## src/rtl/mtl_lcd_scanout.sv

```systemverilog
// rtl/mtl_lcd_scanout.sv - MTL LCD scanout: HSD/VSD timing, 2x NES picture fetch and pixel output
// h/v hold the current position; every output register is loaded from the next position (look-ahead).
module mtl_lcd_scanout #(
  parameter int          H_TOTAL    = 1056,
  parameter int          V_TOTAL    = 525,
  parameter int          HS_W       = 30,
  parameter int          VS_W       = 13,
  parameter int          H_ACT0     = 50,
  parameter int          V_ACT0     = 23,
  parameter int          H_ACT      = 800,
  parameter int          V_ACT      = 480,
  parameter int          PIC_X0     = 144,
  parameter logic [23:0] BORDER_RGB = 24'h000000
) (
  input  logic        i_clk,
  input  logic        i_rstn,
  input  logic        i_en,
  output logic        o_fb_rd,
  output logic [15:0] o_fb_addr,
  input  logic [23:0] i_fb_rdata,
  output logic        o_hsd,
  output logic        o_vsd,
  output logic [7:0]  o_r,
  output logic [7:0]  o_g,
  output logic [7:0]  o_b,
  output logic        o_frame_start,
  output logic        o_vblank
);

  localparam logic [10:0] H_LAST  = 11'(H_TOTAL - 1);
  localparam logic [10:0] HS_END  = 11'(HS_W);
  localparam logic [10:0] HA_BEG  = 11'(H_ACT0);
  localparam logic [10:0] HA_END  = 11'(H_ACT0 + H_ACT);
  localparam logic [10:0] PIC_BEG = 11'(H_ACT0 + PIC_X0);
  localparam logic [10:0] PIC_END = 11'(H_ACT0 + PIC_X0 + 512);
  localparam logic [10:0] FET_BEG = 11'(H_ACT0 + PIC_X0 - 2);
  localparam logic [10:0] FET_END = 11'(H_ACT0 + PIC_X0 + 510);
  localparam logic [9:0]  V_LAST  = 10'(V_TOTAL - 1);
  localparam logic [9:0]  VS_END  = 10'(VS_W);
  localparam logic [9:0]  VA_BEG  = 10'(V_ACT0);
  localparam logic [9:0]  VA_END  = 10'(V_ACT0 + V_ACT);

  logic [10:0] h, h_nxt;
  logic [9:0]  v, v_nxt;
  logic        v_act, h_act, pic_col, fetch_col, fetch, px_even;
  logic        rd_prev;
  logic [7:0]  nes_x, nes_y;
  logic [23:0] rgb, rgb_nxt;

  always_comb begin
    h_nxt = h + 11'd1;
    v_nxt = v;
    if (h == H_LAST) begin
      h_nxt = '0;
      v_nxt = (v == V_LAST) ? '0 : v + 10'd1;
    end
  end

  // Decode of the next position; a fetch sits two columns ahead of each even picture column.
  always_comb begin
    v_act     = (v_nxt >= VA_BEG) && (v_nxt < VA_END);
    h_act     = (h_nxt >= HA_BEG) && (h_nxt < HA_END);
    pic_col   = (h_nxt >= PIC_BEG) && (h_nxt < PIC_END);
    fetch_col = (h_nxt >= FET_BEG) && (h_nxt < FET_END) && (h_nxt[0] == FET_BEG[0]);
    fetch     = i_en && v_act && fetch_col;
    px_even   = (h_nxt[0] == PIC_BEG[0]);
    nes_x     = 8'((h_nxt - FET_BEG) >> 1);
    nes_y     = 8'((v_nxt - VA_BEG) >> 1);
  end

  // rd_prev marks that i_fb_rdata carries this NES pixel; without it (i_en was low) show border.
  always_comb begin
    rgb_nxt = '0;
    if (v_act && h_act) begin
      if (!pic_col)     rgb_nxt = BORDER_RGB;
      else if (px_even) rgb_nxt = rd_prev ? i_fb_rdata : BORDER_RGB;
      else              rgb_nxt = rgb;
    end
  end

  always_ff @(posedge i_clk or negedge i_rstn) begin
    if (!i_rstn) begin
      h             <= '0;
      v             <= '0;
      o_hsd         <= 1'b0;
      o_vsd         <= 1'b0;
      o_frame_start <= 1'b1;
      o_vblank      <= 1'b1;
      o_fb_rd       <= 1'b0;
      o_fb_addr     <= '0;
      rd_prev       <= 1'b0;
      rgb           <= '0;
    end else begin
      h             <= h_nxt;
      v             <= v_nxt;
      o_hsd         <= (h_nxt >= HS_END);
      o_vsd         <= (v_nxt >= VS_END);
      o_frame_start <= (h_nxt == '0) && (v_nxt == '0);
      o_vblank      <= !v_act;
      o_fb_rd       <= fetch;
      if (fetch) o_fb_addr <= {nes_y, nes_x};
      rd_prev       <= o_fb_rd;
      rgb           <= rgb_nxt;
    end
  end

  assign o_r = rgb[23:16];
  assign o_g = rgb[15:8];
  assign o_b = rgb[7:0];

endmodule

```

## config.mk

```make
export PLATFORM = sky130hd
export DESIGN_NAME = mtl_lcd_scanout
export DESIGN_NICKNAME = d
export VERILOG_FILES = /design/src/rtl/mtl_lcd_scanout.sv
export SDC_FILE = /design/constraint.sdc
export NUM_CORES = 1
export LEC_CHECK = 0
export ABC_AREA = 1
export CAP_MARGIN = 25
export CORE_MARGIN = 3
export CORE_UTILIZATION = 33
export CTS_BUF_LIST = sky130_fd_sc_hd__clkbuf_8
export DETAILED_ROUTE_END_ITERATION = 12
export PLACE_DENSITY = 0.53
export REMOVE_ABC_BUFFERS = 1
export SLEW_MARGIN = 20
export SYNTH_ARGS = -nofsm -noshare
export SYNTH_HDL_FRONTEND = slang
export SYNTH_SLANG_ARGS = --single-unit
```

## constraint.sdc

```tcl
create_clock -name i_clk -period 2.9 [get_ports i_clk]
set_input_delay 0.58 -clock i_clk [delete_from_list [all_inputs] [get_ports i_clk]]
set_output_delay 0.58 -clock i_clk [all_outputs]
set_load 0.05 [all_outputs]
```

**Yosys cells after proc, flatten, opt, wreduce, memory -nomap -nowiden**

Cells that the tools add are included.

- Add/sub/neg operators: 4
- Order comparisons: 10
- Equality and inequality tests: 3
- Multiplexer cells: 7
- Bitwise gates (word level): 1
- Reductions and logical operators: 12

Operators by type and width:

| kind | number |
|---|---|
| $mux 24 | 4 |
| $lt 11x10->1 const B | 3 |
| $ge 11x8->1 const B | 2 |
| $mux 10 | 2 |
| $add 11x1->11 const B | 1 |
| $eq 11x11->1 const B | 1 |
| $ge 11x5->1 const B | 1 |
| $ge 11x6->1 const B | 1 |
| $logic_not 11->1 | 1 |
| $mux 11 | 1 |
| $add 10x1->10 const B | 1 |
| $eq 10x10->1 const B | 1 |
| $ge 10x4->1 const B | 1 |
| $ge 10x5->1 const B | 1 |
| $logic_not 10->1 | 1 |
| $lt 10x9->1 const B | 1 |
| $logic_and 1x1->1 | 9 |
| $sub 9x5->9 const B | 1 |
| $sub 9x8->9 const B | 1 |
| $ne 3x3->1 const B | 1 |
| $logic_not 1->1 | 1 |
| $not 1->1 | 1 |

- Flip-flop bits (word level): 67
- Input port bits: 27
- Output and inout bits: 45
- Word-level logic and storage cells: 47

**Longest topological paths before layout**

- Word-level depth: 7
- Gate-level depth with buffers: 20
- Depth with buffers taken out: 18

**Least setup slack after synthesis**

OpenSTA, ideal clock, no wires.

- Path type: register -> register
- Start point: register h[0]
- End point: register rgb[0]
- Setup time: 0.066 ns
- Arrival: 2.561 ns
- Data required time: 2.834 ns
- Path slack: 0.273 ns
- Stages on the path, launching flop included: 19
- Buffers on the path: 2
- Period minus slack after synthesis: 2.627 ns
- Cell sequence: dfrtp_1 -> ha_1 -> nand2_2 -> nor2_4 -> nand2_2 -> nor2_8 -> nor2_1 -> a21oi_1 -> ha_1 -> nand3_2 -> nand2_2 -> nand2_4 -> nand3_4 -> nand3_2 -> nor2_4 -> buf_6 -> buf_12 -> nand3_2 -> nand2_1

- Word-level cells in the longest chain between the ends: 6
- Elaborated cells on any way between the ends: 17
- Those cells by class: add/sub (1); order compare (6); eq/ne (2); mux (4); reduce/logical (4)

Ends and longest elaborated chain:

| element | line | text |
|---|---|---|
| start: declaration | 43 | `logic [10:0] h, h_nxt;` |
| start signal: assignment | 94 | `h <= h_nxt;` |
| $eq 11x11->1 (*) | 53 | `if (h == H_LAST) begin` |
| $mux 10 (*) | 53 |  |
| via v_nxt[0] | 44 | `logic [9:0] v, v_nxt;` |
| $ge 10x5->1 or $lt 10x9->1 (tied branches) | 61 | `v_act = (v_nxt >= VA_BEG) && (v_nxt < VA_END);` |
| $logic_and 1x1->1 (*) | 61 |  |
| $logic_and 1x1->1 (*) | 74 | `if (v_act && h_act) begin` |
| $ne 3x3->1 (no line) or $mux 24 (tied branches) | -- |  |
| end signal: assignment | 103 | `rgb <= rgb_nxt;` |
| end: declaration | 48 | `logic [23:0] rgb, rgb_nxt;` |

The timed path passes the listed nets; every way through them passes the cells marked *.
A chain may end at the register's enable or synchronous reset.

**Final worst setup path**

- Start point: register h[1]
- End point: register rgb[20]

The elaborated chain is that of the path after synthesis.

==> impl_metrics.ini <==
[setup_path]
worst_setup_start_kind = flop
highest_delay_cell_along_the_critical_path = sky130_fd_sc_hd__dfrtp_1
critPathBufInv = 4
startpoint = h[1]
cpLargestDelayFamily = simple AND/OR/NAND/NOR gates
critical_path.endpoint_type = flop
critPathMaxFanout = 12
worst-endpoint-arrival_ps = 3060
timing.critical_path.cells = ha_2 > nand2_2 > nor2_4 > buf_4 > buf_4 > nand2_1 > nor2_4 > a21oi_2 > ha_2 > nand3_2 > nand2_4 > nand2_4 > nand3_4 > nand3_2 > nor2_4 > buf_12 > bufbuf_16 > nand3_2 > nand2_1
rr_endpoint = rgb[20]
reg2reg_slack_ps = 120
critical_path_required_ps = 3180
r2r_cells = 19
worstReg2RegStart = h[1]
timing_worst_setup_path_type = flop to flop
cp_slowest_stage_delay_ps = 390

[finish]
layout_cell_share_with_drive_strength_beyond_1 = 0.237
area_of_the_multi_input_gates_um2 = 2120
final_core_utilization = 0.480
flow.area_growth_from_synthesis_pct = 38.3
layout.cells.most_common = sky130_fd_sc_hd__nand2_1
area.sequential_um2 = 1680
postLayoutCellArea_um2 = 5650
antenna_cells_inserted = 0
most_used_cells_in_the_layout_excluding_fill_and_tap_cells = 158 x sky130_fd_sc_hd__nand2_1, 70 x sky130_fd_sc_hd__clkdlybuf4s50_1, 65 x sky130_fd_sc_hd__dfrtp_1, 52 x sky130_fd_sc_hd__nand3_1, 51 x sky130_fd_sc_hd__nor2_1
number_of_inserted_filler_cells_in_the_final_layout = 1164
number_of_nets_at_the_end_of_the_flow = 677

[synthesis]
yosys_register_bits = 67
yosysUniqueCellTypes = 35
synthesis.instances = 524
ys_dominant_reg_cell = sky130_fd_sc_hd__dfrtp_1
synth.yosys.seq_area_share = 0.411
postSynth.asyncResetShare = 1.00
syn-cell-area_um2 = 4080
yosys_warning_total = 0
post_synth.cell_area_avg_um2 = 7.79
synth-edff-count = 0

[grt]
track_usage = 0.170
grt_antenna_before_repair = 0
grt_pass1_vias = 3723
grt_pass1_wl_mm = 18.3
maximum_number_of_pins_on_one_net_before_global_route_repair = 32
grt.overflow.total = 0

[drt]
wl_per_cell_um = 13.8
drt.antenna.violating_nets = 0
drt-vias-per-instance = 4.66
drt-initial-drc-count = 299
drt-pass1-iter-count = 4
detail_route.wirelength_mm = 11.2
remaining_drc_errors = 0
total_number_of_vias = 3773

[power]
power.net_switching_mw = 0.400
sw_frac_of_total = 0.217
power.sequential.fraction = 0.505
clockPowerShare = 0.464
power.leakage_nw = 2.82
power_report.internal_total_mw = 1.45
combinationalPowerShare = 0.031
peakVddDrop_uv = 196
power.density_nw_per_um2 = 327

[clocking]
clk_pin_slew_worst_paths_ps = 70
clock_latency_reported_for_the_late_side_of_the_worst_skew_pair_ps = 340
numClockSinks = 67
cts-root-to-sink-buffers = 2
cts_buffers = 9
clock_tree_from_tritoncts = yes
clock_tree.htree_level_count = 3
cts.hold.buffers_added = 0
cts_root_buffer = sky130_fd_sc_hd__clkbuf_8

[sta]
timing.final.max_slew_violations = 0
setup-tns-final_ps = 0
report.final.hold_viol_count = 0
relSlewSlack = 0.473
final_period_minus_worst_setup_slack_ps = 2780
clock.fmax_ghz = 0.360
fin_worst_skew_ps = 6.26
worst_slew_pin_slew_ps = 790
grt_setup_unrepaired = yes
layout_worst_path_cycle_share = 0.958
setup_viol = 0

[floorplanning]
core-area_um2 = 11800
die_height_um = 117
floorplan.die.width_um = 117
die_area_um2 = 13700
floorplan.rows = 39
start_util = 0.347
boundaryPins = 72

[placed_design]
dp_hpwl_mm = 8.05
buffer_ports.inserted = 71
placement.cell_area_um2 = 5100
gp_congestion = 0.870

[outcome]
outcome = complete, no violations

[job]
drv_cap = 0

[min_path]
hp-class = input pin to async pin
worst max path at each step:
stage | end | slack [ps] | cells after the start
3_5_place_dp | rgb[17] | -30 | 14
3_3_place_gp | rgb[7] | 60 | 20
2_1_floorplan | rgb[0] | -240 | 16
6_report | rgb[20] | 120 | 19
5_1_grt | rgb[22] | -60 | 19
4_1_cts | rgb[0] | 10 | 19
per-layer routing:
metal | part of all wire | vias to the layer above | wire length, um | track usage
li1 | - | 1927 | - | -
met4 | 0.0094 | 0 | 105 | 0.0405
met3 | 0.044 | 9 | 494 | 0.0380
met5 | 0 | - | 0 | 0
met1 | 0.47 | 1754 | 5250 | 0.241
met2 | 0.48 | 83 | 5330 | 0.265
through the flow:
stage	power, mW	hold slack [ps]	setup slack (ps)	std cells
final	1.85	283	122	810
after global routing	1.92	328	-56.6	810
after CTS	1.88	296	11.9	806
after detailed placement	1.01	372	-31.3	772
after global placement	1.01	362	56.0	772
after floorplan	0.953	284	-236	505
power groups by stage:
stage                     Clock [mW]  Combinational [mW]  Sequential, mW
after global placement             0              0.0582           0.952
after global routing           0.929              0.0627           0.933
after floorplan                    0             0.00118           0.952
after CTS                      0.889              0.0587           0.933
after detailed placement           0              0.0586           0.952
final                          0.858              0.0564           0.934
layout make-up:
cell class / instances / area share
multi-input cells: 383 / 0.375
flip-flops and latches: 67 / 0.297
repair buffers: 124 / 0.214
inverters: 55 / 0.0372
well taps: 164 / 0.0363
clock buffers: 9 / 0.0219
clock inverters: 7 / 0.0164
repair inverters: 1 / 0.00133
cells in the mapped netlist, drive strengths merged, types with 2 or more instances:
master    n  area [um^2]
o21ai    10         57.6
nand2   170          671
nor2     66          355
dfstp     2         52.6
nand3    78          536
buf      14          124
inv      55          206
a21oi     3         15.0
clkbuf    5         18.8
nor3      8         45.0
dfrtp    65         1630
ha        9          113
nand4    28          175
xor2      4         35.0
sequential cells by signal (all words and copies together), names as in the netlist:
signal and flops:
o_hsd 1, rd_prev 1, h 11, o_vblank 1, o_vsd 1, o_fb_rd 1, o_fb_addr 16, v 10
rgb 24, o_frame_start 1
repair_timing:
item                                    CTS  global route
resized for setup                         9            12
pin swaps                                 6            11
setup buffers                            16             5
endpoints found under the setup margin   20            42
gates cloned                              3             1
worst register-to-register path: cells and delay by family (launching register included):
family                   cells  cell delay, ps
AND/OR/NAND/NOR             12            1070
buffers and inverters        4             690
adder cells (fa/ha/maj)      2             420
flip-flops                   1             390
AO/OA/AOI/OAI                1             170
cells by family (layout without fill, tap and decap cells):
group,Yosys count,in the layout,synth area share
compound gates,15,15,0.0218
flops,67,67,0.411
xor+xnor,5,5,0.0107
buf+inv,74,196,0.0855
simple gates,354,354,0.443
fa+ha+maj,9,9,0.0276
(Power assumes the default switching activity.)
